**src/rtl/fetch_pkg.sv**
```systemverilog
// Shared types, opcode constants and immediate decoders for the fetch stage.
package fetch_pkg;

   localparam int INSTR_W = 32;
   localparam int PC_W    = 32;
   localparam int ENTRY_W = INSTR_W + PC_W + 1 + PC_W;

   localparam logic [6:0] OPC_JAL    = 7'b1101111;
   localparam logic [6:0] OPC_JALR   = 7'b1100111;
   localparam logic [6:0] OPC_BRANCH = 7'b1100011;

   typedef enum logic {FETCH, HOLD} state_t;

   typedef struct packed {
      logic [INSTR_W-1:0] instr;
      logic [PC_W-1:0]    pc;
      logic               taken;
      logic [PC_W-1:0]    pred_pc;
   } iq_entry_t;

   function automatic logic [31:0] imm_j(input logic [31:0] instr);
      return {{12{instr[31]}}, instr[19:12], instr[20], instr[30:21], 1'b0};
   endfunction

   function automatic logic [31:0] imm_b(input logic [31:0] instr);
      return {{20{instr[31]}}, instr[7], instr[30:25], instr[11:8], 1'b0};
   endfunction

endpackage

```
**src/rtl/fetch_queue.sv**
```systemverilog
// Circular instruction queue with a registered head so the decoder sees
// a new entry one cycle after it is pushed.
module fetch_queue
   import fetch_pkg::*;
#(
   parameter int DEPTH = 4,
   parameter int WIDTH = ENTRY_W
) (
   input  logic                     clk,
   input  logic                     rst,
   input  logic                     rdy,
   input  logic                     flush,
   input  logic                     push,
   input  logic [WIDTH-1:0]         push_data,
   input  logic                     pop,
   output logic [WIDTH-1:0]         head_data,
   output logic                     full,
   output logic                     empty,
   output logic [$clog2(DEPTH):0]   count_next
);

   localparam int PW = $clog2(DEPTH);
   localparam int CW = PW + 1;

   logic [PW-1:0]    head_ptr, tail_ptr, head_ptr_nxt;
   logic [CW-1:0]    count, count_after_pop;
   logic             do_push, do_pop;
   logic [WIDTH-1:0] mem [DEPTH];
   logic [WIDTH-1:0] head_nxt;

   assign empty           = (count == '0);
   assign full            = (count == CW'(DEPTH));
   assign do_pop          = pop && !empty;
   assign do_push         = push && (!full || do_pop);
   assign count_after_pop = count - CW'(do_pop);
   assign head_ptr_nxt    = head_ptr + PW'(do_pop);

   always_comb begin
      count_next = count_after_pop + CW'(do_push);
      if (flush) count_next = '0;
   end

   // When the queue drains to nothing this cycle the pushed word becomes the head.
   assign head_nxt = (count_after_pop == '0) ? push_data : mem[head_ptr_nxt];

   always_ff @(posedge clk) begin
      if (rst) begin
         head_ptr  <= '0;
         tail_ptr  <= '0;
         count     <= '0;
         head_data <= '0;
      end else if (rdy) begin
         if (flush) begin
            head_ptr <= '0;
            tail_ptr <= '0;
            count    <= '0;
         end else begin
            if (do_push) tail_ptr <= tail_ptr + PW'(1);
            head_ptr <= head_ptr_nxt;
            count    <= count_next;
            if (count_next != '0) head_data <= head_nxt;
         end
      end
   end

   always_ff @(posedge clk) begin
      if (rdy && !flush && do_push) mem[tail_ptr] <= push_data;
   end

endmodule

```
**src/rtl/fetch_unit.sv**
```systemverilog
// Instruction fetch: PC, one-outstanding fetch handshake, next-PC predecode,
// instruction queue. Optional branch history table under FETCH_BHT_EN.
//
// state | meaning
// FETCH | mem_req high, waiting for the response matching pc
// HOLD  | queue full, no request until an entry is popped
module fetch_unit
   import fetch_pkg::*;
#(
   parameter int          IQ_DEPTH  = 4,
   parameter logic [31:0] RESET_PC  = 32'h0,
   parameter int          BHT_IDX_W = 6
) (
   input  logic        clk,
   input  logic        rst,
   input  logic        rdy,
   input  logic        rob_clear,
   input  logic [31:0] rob_redirect_pc,
   output logic        mem_req,
   output logic [31:0] mem_addr,
   input  logic        mem_ready,
   input  logic [31:0] mem_instr,
   input  logic [31:0] mem_instr_addr,
   input  logic        dec_ready,
   output logic        dec_valid,
   output logic [31:0] dec_instr,
   output logic [31:0] dec_pc,
   output logic        dec_pred_taken,
   output logic [31:0] dec_pred_pc,
   input  logic        br_upd_valid,
   input  logic [31:0] br_upd_pc,
   input  logic        br_upd_taken
);

   localparam int CW = $clog2(IQ_DEPTH) + 1;

   state_t               state;
   logic [31:0]          pc, pred_next;
   logic                 pred_taken, branch_taken;
   logic                 pc_hit, iq_push, iq_pop, iq_full, iq_empty;
   logic [CW-1:0]        iq_count_next;
   logic [ENTRY_W-1:0]   head_bits;
   iq_entry_t            push_entry, head_entry;

`ifdef FETCH_BHT_EN
   logic [1:0]           bht [2**BHT_IDX_W];
   logic [BHT_IDX_W-1:0] upd_idx;

   assign upd_idx      = br_upd_pc[BHT_IDX_W+1:2];
   // Combinational lookup: a same-cycle update to this index is not yet visible.
   assign branch_taken = bht[pc[BHT_IDX_W+1:2]][1];

   always_ff @(posedge clk) begin
      if (rst) begin
         for (int i = 0; i < 2**BHT_IDX_W; i++) bht[i] <= 2'b01;
      end else if (rdy && br_upd_valid) begin
         if (br_upd_taken && bht[upd_idx] != 2'b11)
            bht[upd_idx] <= bht[upd_idx] + 2'b01;
         else if (!br_upd_taken && bht[upd_idx] != 2'b00)
            bht[upd_idx] <= bht[upd_idx] - 2'b01;
      end
   end

   logic unused_upd_bits;
   assign unused_upd_bits = ^{br_upd_pc[31:BHT_IDX_W+2], br_upd_pc[1:0]};
`else
   localparam int unused_bht_w = BHT_IDX_W;
   logic unused_bht;
   assign branch_taken = 1'b0;
   assign unused_bht   = ^{br_upd_valid, br_upd_taken, br_upd_pc};
`endif

   always_comb begin
      pred_taken = 1'b0;
      pred_next  = pc + 32'd4;
      case (mem_instr[6:0])
         OPC_JAL: begin
            pred_taken = 1'b1;
            pred_next  = pc + imm_j(mem_instr);
         end
         OPC_BRANCH: begin
            if (branch_taken) begin
               pred_taken = 1'b1;
               pred_next  = pc + imm_b(mem_instr);
            end
         end
         OPC_JALR: ;
         default: ;
      endcase
   end

   assign pc_hit     = mem_ready && (mem_instr_addr == pc);
   assign iq_pop     = !iq_empty && dec_ready;
   assign iq_push    = pc_hit && !rob_clear && (!iq_full || iq_pop);
   assign push_entry = '{instr: mem_instr, pc: pc, taken: pred_taken, pred_pc: pred_next};

   fetch_queue #(.DEPTH(IQ_DEPTH), .WIDTH(ENTRY_W)) u_queue (
      .clk        (clk),
      .rst        (rst),
      .rdy        (rdy),
      .flush      (rob_clear),
      .push       (iq_push),
      .push_data  (push_entry),
      .pop        (iq_pop),
      .head_data  (head_bits),
      .full       (iq_full),
      .empty      (iq_empty),
      .count_next (iq_count_next)
   );

   always_ff @(posedge clk) begin
      if (rst) begin
         pc      <= RESET_PC;
         state   <= FETCH;
         mem_req <= 1'b0;
      end else if (rdy) begin
         if (rob_clear) begin
            // Drop the request for a cycle so the cache restarts cleanly.
            pc      <= rob_redirect_pc;
            state   <= FETCH;
            mem_req <= 1'b0;
         end else begin
            if (iq_push) pc <= pred_next;
            if (iq_count_next == CW'(IQ_DEPTH)) begin
               state   <= HOLD;
               mem_req <= 1'b0;
            end else begin
               state   <= FETCH;
               mem_req <= 1'b1;
            end
         end
      end
   end

   assign head_entry     = head_bits;
   assign mem_addr       = pc;
   assign dec_valid      = !iq_empty;
   assign dec_instr      = head_entry.instr;
   assign dec_pc         = head_entry.pc;
   assign dec_pred_taken = head_entry.taken;
   assign dec_pred_pc    = head_entry.pred_pc;

endmodule

```
**config.mk**
```make
export PLATFORM = sky130hd
export DESIGN_NAME = fetch_unit
export DESIGN_NICKNAME = d
export VERILOG_FILES = /design/src/rtl/fetch_pkg.sv /design/src/rtl/fetch_queue.sv /design/src/rtl/fetch_unit.sv
export SDC_FILE = /design/constraint.sdc
export NUM_CORES = 1
export LEC_CHECK = 0
export BUFFER_PORTS_ARGS = -buffer_cell sky130_fd_sc_hd__buf_2
export CORE_ASPECT_RATIO = 2
export CORE_MARGIN = 5
export CORE_UTILIZATION = 63
export CTS_BUF_LIST = sky130_fd_sc_hd__clkbuf_8
export DETAILED_ROUTE_END_ITERATION = 8
export PLACE_DENSITY = 0.85
export SETUP_SLACK_MARGIN = 0.05
export SLEW_MARGIN = 10
export SYNTH_ARGS = -nofsm -noshare
export SYNTH_HDL_FRONTEND = slang
export SYNTH_HIERARCHICAL = 1
export SYNTH_SLANG_ARGS = --single-unit
export TNS_END_PERCENT = 5
```
**constraint.sdc**
```tcl
create_clock -name clk -period 14.3 [get_ports clk]
set_clock_uncertainty 0.15 [all_clocks]
set_input_delay 1.43 -clock clk [delete_from_list [all_inputs] [get_ports clk]]
set_output_delay 1.43 -clock clk [all_outputs]
set_load 0.05 [all_outputs]
```
==> impl_metrics.tcl <==
set metrics [dict create \
    num_vias 16320 \
    ant_nets 0 \
    ys_ff_latch 525 \
    synth_cell_types 81 \
    grt_start_max_net_pins 100 \
    postSynth.asyncResetShare_pct 0 \
    maxCapViolCount 0 \
    multiInputGateArea_um2 8250 \
    pin_count 267 \
    fillCellCount 2524 \
    cp_slowest_cell "buf_4" \
    critPathCaptureType "flop" \
    slew_viol_final 0 \
    syn_area_per_cell_um2 13.36 \
    synth_area_leader_cell "edfxtp_1" \
    required_ps 14690 \
    grt_usage_pct 30.01 \
    r2r-start "mem_addr[2]" \
    cts_max_level 3 \
    routed_via_density 6.565 \
    seq_area_um2 14390 \
    final.period_utilization_pct 44.76 \
    reg2reg_slack_ps 8200 \
    vdd_drop_max_mv 0.09171 \
    first_global_vias 16480 \
    hold_end "u_queue/head_ptr[0]" \
    hold_ws_ps 331.8 \
    globalRouteOverflowTotal 0 \
    final_common_cell "edfxtp_1" \
    period_needed_ps 6401 \
    clock_path_buffers 3 \
    slew_headroom_pct 18.76 \
    finalSetupViolCount 0 \
    drive_gt1_share_pct 26.07 \
    critPathLaunchType "primary input" \
    dr_wl_met3_mm 5.039 \
    seq_area_frac_synth_pct 61.40 \
    port_buffers 232 \
    grt_pass1_wl_mm 95.47 \
    dieHeight_um 282.8 \
    syn_nets 1932 \
    final_cell_mix "edfxtp_1, buf_2, dfxtp_1" \
    min_path_cells 2 \
    wire_per_inst_um 25.63 \
    hold_viol_final 0 \
    synth_top_area_share_pct 49.70 \
    cts.sinks 525 \
    max_freq_mhz 156.2 \
    reg2reg_to "u_queue/head_data[37]" \
    cpPeakStageDelay_ps 900 \
    highest_layer "met4" \
    hold_class "flop to flop" \
    fin_nets 2146 \
    place.gp.congestion 0.9872 \
    reg2reg_depth 14 \
    core_um2 37040 \
    drt-met1-wl_mm 22.54 \
    antenna_found_initial 1 \
    clkPwrFrac_pct 38.2 \
    power.density_nw_per_um2 116.1 \
    cts_tree "built" \
    drc 0 \
    clk_latency_ps 640 \
    p_int_w 0.002327 \
    synth_edf_count 388 \
    dp_hpwl_mm 40.72 \
    die_w_um 146.4 \
    rsz0062_at_grt "no" \
    area_delta_synth_final_pct 11.78 \
    cp_max_fo 98 \
    clockRootBuffer "clkbuf_8" \
    met2_length_mm 32.61 \
    num_rows 100 \
    comb_power_share_pct 7.4 \
    drt_pass1_iterations 9 \
    p_sw_share_pct 23.49 \
    path_clk_slew_ps 70 \
    setup_tns_ps 0 \
    die_area_um2 41400 \
    syn-cell-area_um2 23440 \
    path_cells "buf_2 > xor2_1 > nor4_1 > nand3_1 > nor4_2 > nand2_1 > inv_1 > ha_1 > ha_1 > xnor3_1 > a21oi_4 > buf_4 > buf_4 > o21ai_0 > a21oi_1" \
    cts_setup_buffers 0 \
    post_cts_resized 0 \
    post-place-ws_ps 7283 \
    crit_type "primary input to flop" \
    totalWireLength_mm 63.69 \
    cts_hold_buf 0 \
    ys.flop_type "edfxtp_1" \
    syn_inst 1755 \
    fin_ws_ps 7899 \
    sequentialPowerShare_pct 54.4 \
    cts_inserted_buffers 71 \
    switchingPower_w 0.0007144 \
    worst_pin_slew_ps 1216 \
    synthTopCellsByArea "edfxtp_1, dfxtp_1, mux2_2" \
    leakagePower_nw 9.909 \
    start_util_pct 63.30 \
    yosysWarnings 6 \
    drt_iter0_markers 2100 \
    min_from "u_queue/head_ptr[0]" \
    worstPathArrival_ps 6790 \
    status "finished clean" \
]
==> power by group through the flow <==
stage          clock network [W]  registers, W  logic [W]
2_1_floorplan                  0       0.00170   0.000123
3_3_place_gp                   0       0.00169   0.000215
3_5_place_dp                   0       0.00169   0.000220
4_1_cts                  0.00118       0.00165   0.000221
5_1_grt                  0.00125       0.00165   0.000238
6_report                 0.00116       0.00165   0.000224
==> routing by layer <==
metal,global-route usage [%],vias to the layer above
met2,52.59,888
met3,5.034,146
met1,35.07,7980
met5,0,-
met4,16.96,0
li1,-,7301
==> cells in the mapped netlist, types with 6 or more instances <==
library cell	n
clkbuf_1	49
o21ai_1	71
xor2_1	43
buf_2	45
mux2i_1	24
nor3_1	8
nand2_1	82
dfxtp_1	137
nand3_1	23
xnor2_1	40
ha_1	40
nor2b_1	8
a222oi_1	96
o31ai_1	6
nor2_1	50
buf_6	13
nor4_1	12
o21a_1	11
and3_1	12
inv_1	25
edfxtp_1	388
buf_4	7
mux2_2	134
a31oi_1	10
a211oi_1	10
o21ai_0	69
nand4_1	16
a311oi_1	6
o211ai_1	7
a21oi_1	135
and2_1	11
a21o_1	18
mux2_1	58
==> registers in the layout (all words and copies together) (netlist names) <==
| signal | flops |
|---|---|
| u_queue/mem | 388 |
| u_queue/head_data | 97 |
| mem_addr | 32 |
| u_queue/count | 3 |
| u_queue/head_ptr | 2 |
| u_queue/tail_ptr | 2 |
| mem_req | 1 |
==> worst max path at each step <==
stage	startpoint	end	slack, ps	depth (start not counted)
6_report	mem_instr_addr[21]	u_queue/head_data[37]	7900	15
4_1_cts	mem_instr_addr[21]	u_queue/head_data[37]	7930	15
3_3_place_gp	mem_instr_addr[21]	u_queue/head_data[96]	7340	15
2_1_floorplan	mem_instr_addr[24]	u_queue/mem[0][0]	8780	7
3_5_place_dp	mem_instr_addr[21]	u_queue/head_data[37]	7280	15
5_1_grt	mem_instr_addr[21]	u_queue/head_data[49]	7630	15
==> area by class of cell <==
type | instances | share of cell area, %
antenna | 1 | 0.009550
tap | 459 | 2.192
clock inverter | 45 | 1.165
timing repair buffer | 267 | 5.434
sequential | 525 | 54.93
inverter | 26 | 0.3724
multi-input combinational | 1078 | 31.49
clock buffer | 84 | 4.412
==> worst max-delay path: cells and delay by family <==
| kind | cells | cell delay [ps] |
|---|---|---|
| AOI/OAI and AO/OA | 3 | 540 |
| adders and majority gates | 2 | 310 |
| buffers and inverters | 4 | 1910 |
| xor gates and xnor gates | 2 | 480 |
| and+or+nand+nor | 4 | 2020 |
==> metrics by stage <==
stage / cells / util, % / instance area (µm²) / power, W
after floorplan: 1755 / - / 23440 / 0.001827
after global placement: 2355 / 66.80 / 24740 / 0.001903
after detailed placement: 2355 / 66.80 / 24740 / 0.001907
after CTS: 2484 / 70.75 / 26200 / 0.003053
after global routing: 2485 / 70.75 / 26200 / 0.003142
final: 2485 / 70.75 / 26200 / 0.003041
==> kinds of logic (layout without fill, tap and decap cells) <==
group           count (synthesis)  in the layout  synth area share [%]
other cells                     0              1                     0
flops                         525            525                 61.40
buf+inv                       152            422                 3.608
xor+xnor                       84             84                 3.197
fa+ha+maj                      41             41                 2.220
compound gates                478            478                 13.64
mux                           217            217                 10.34
simple gates                  258            258                 5.588
Power figures use the tool's default switching activity.
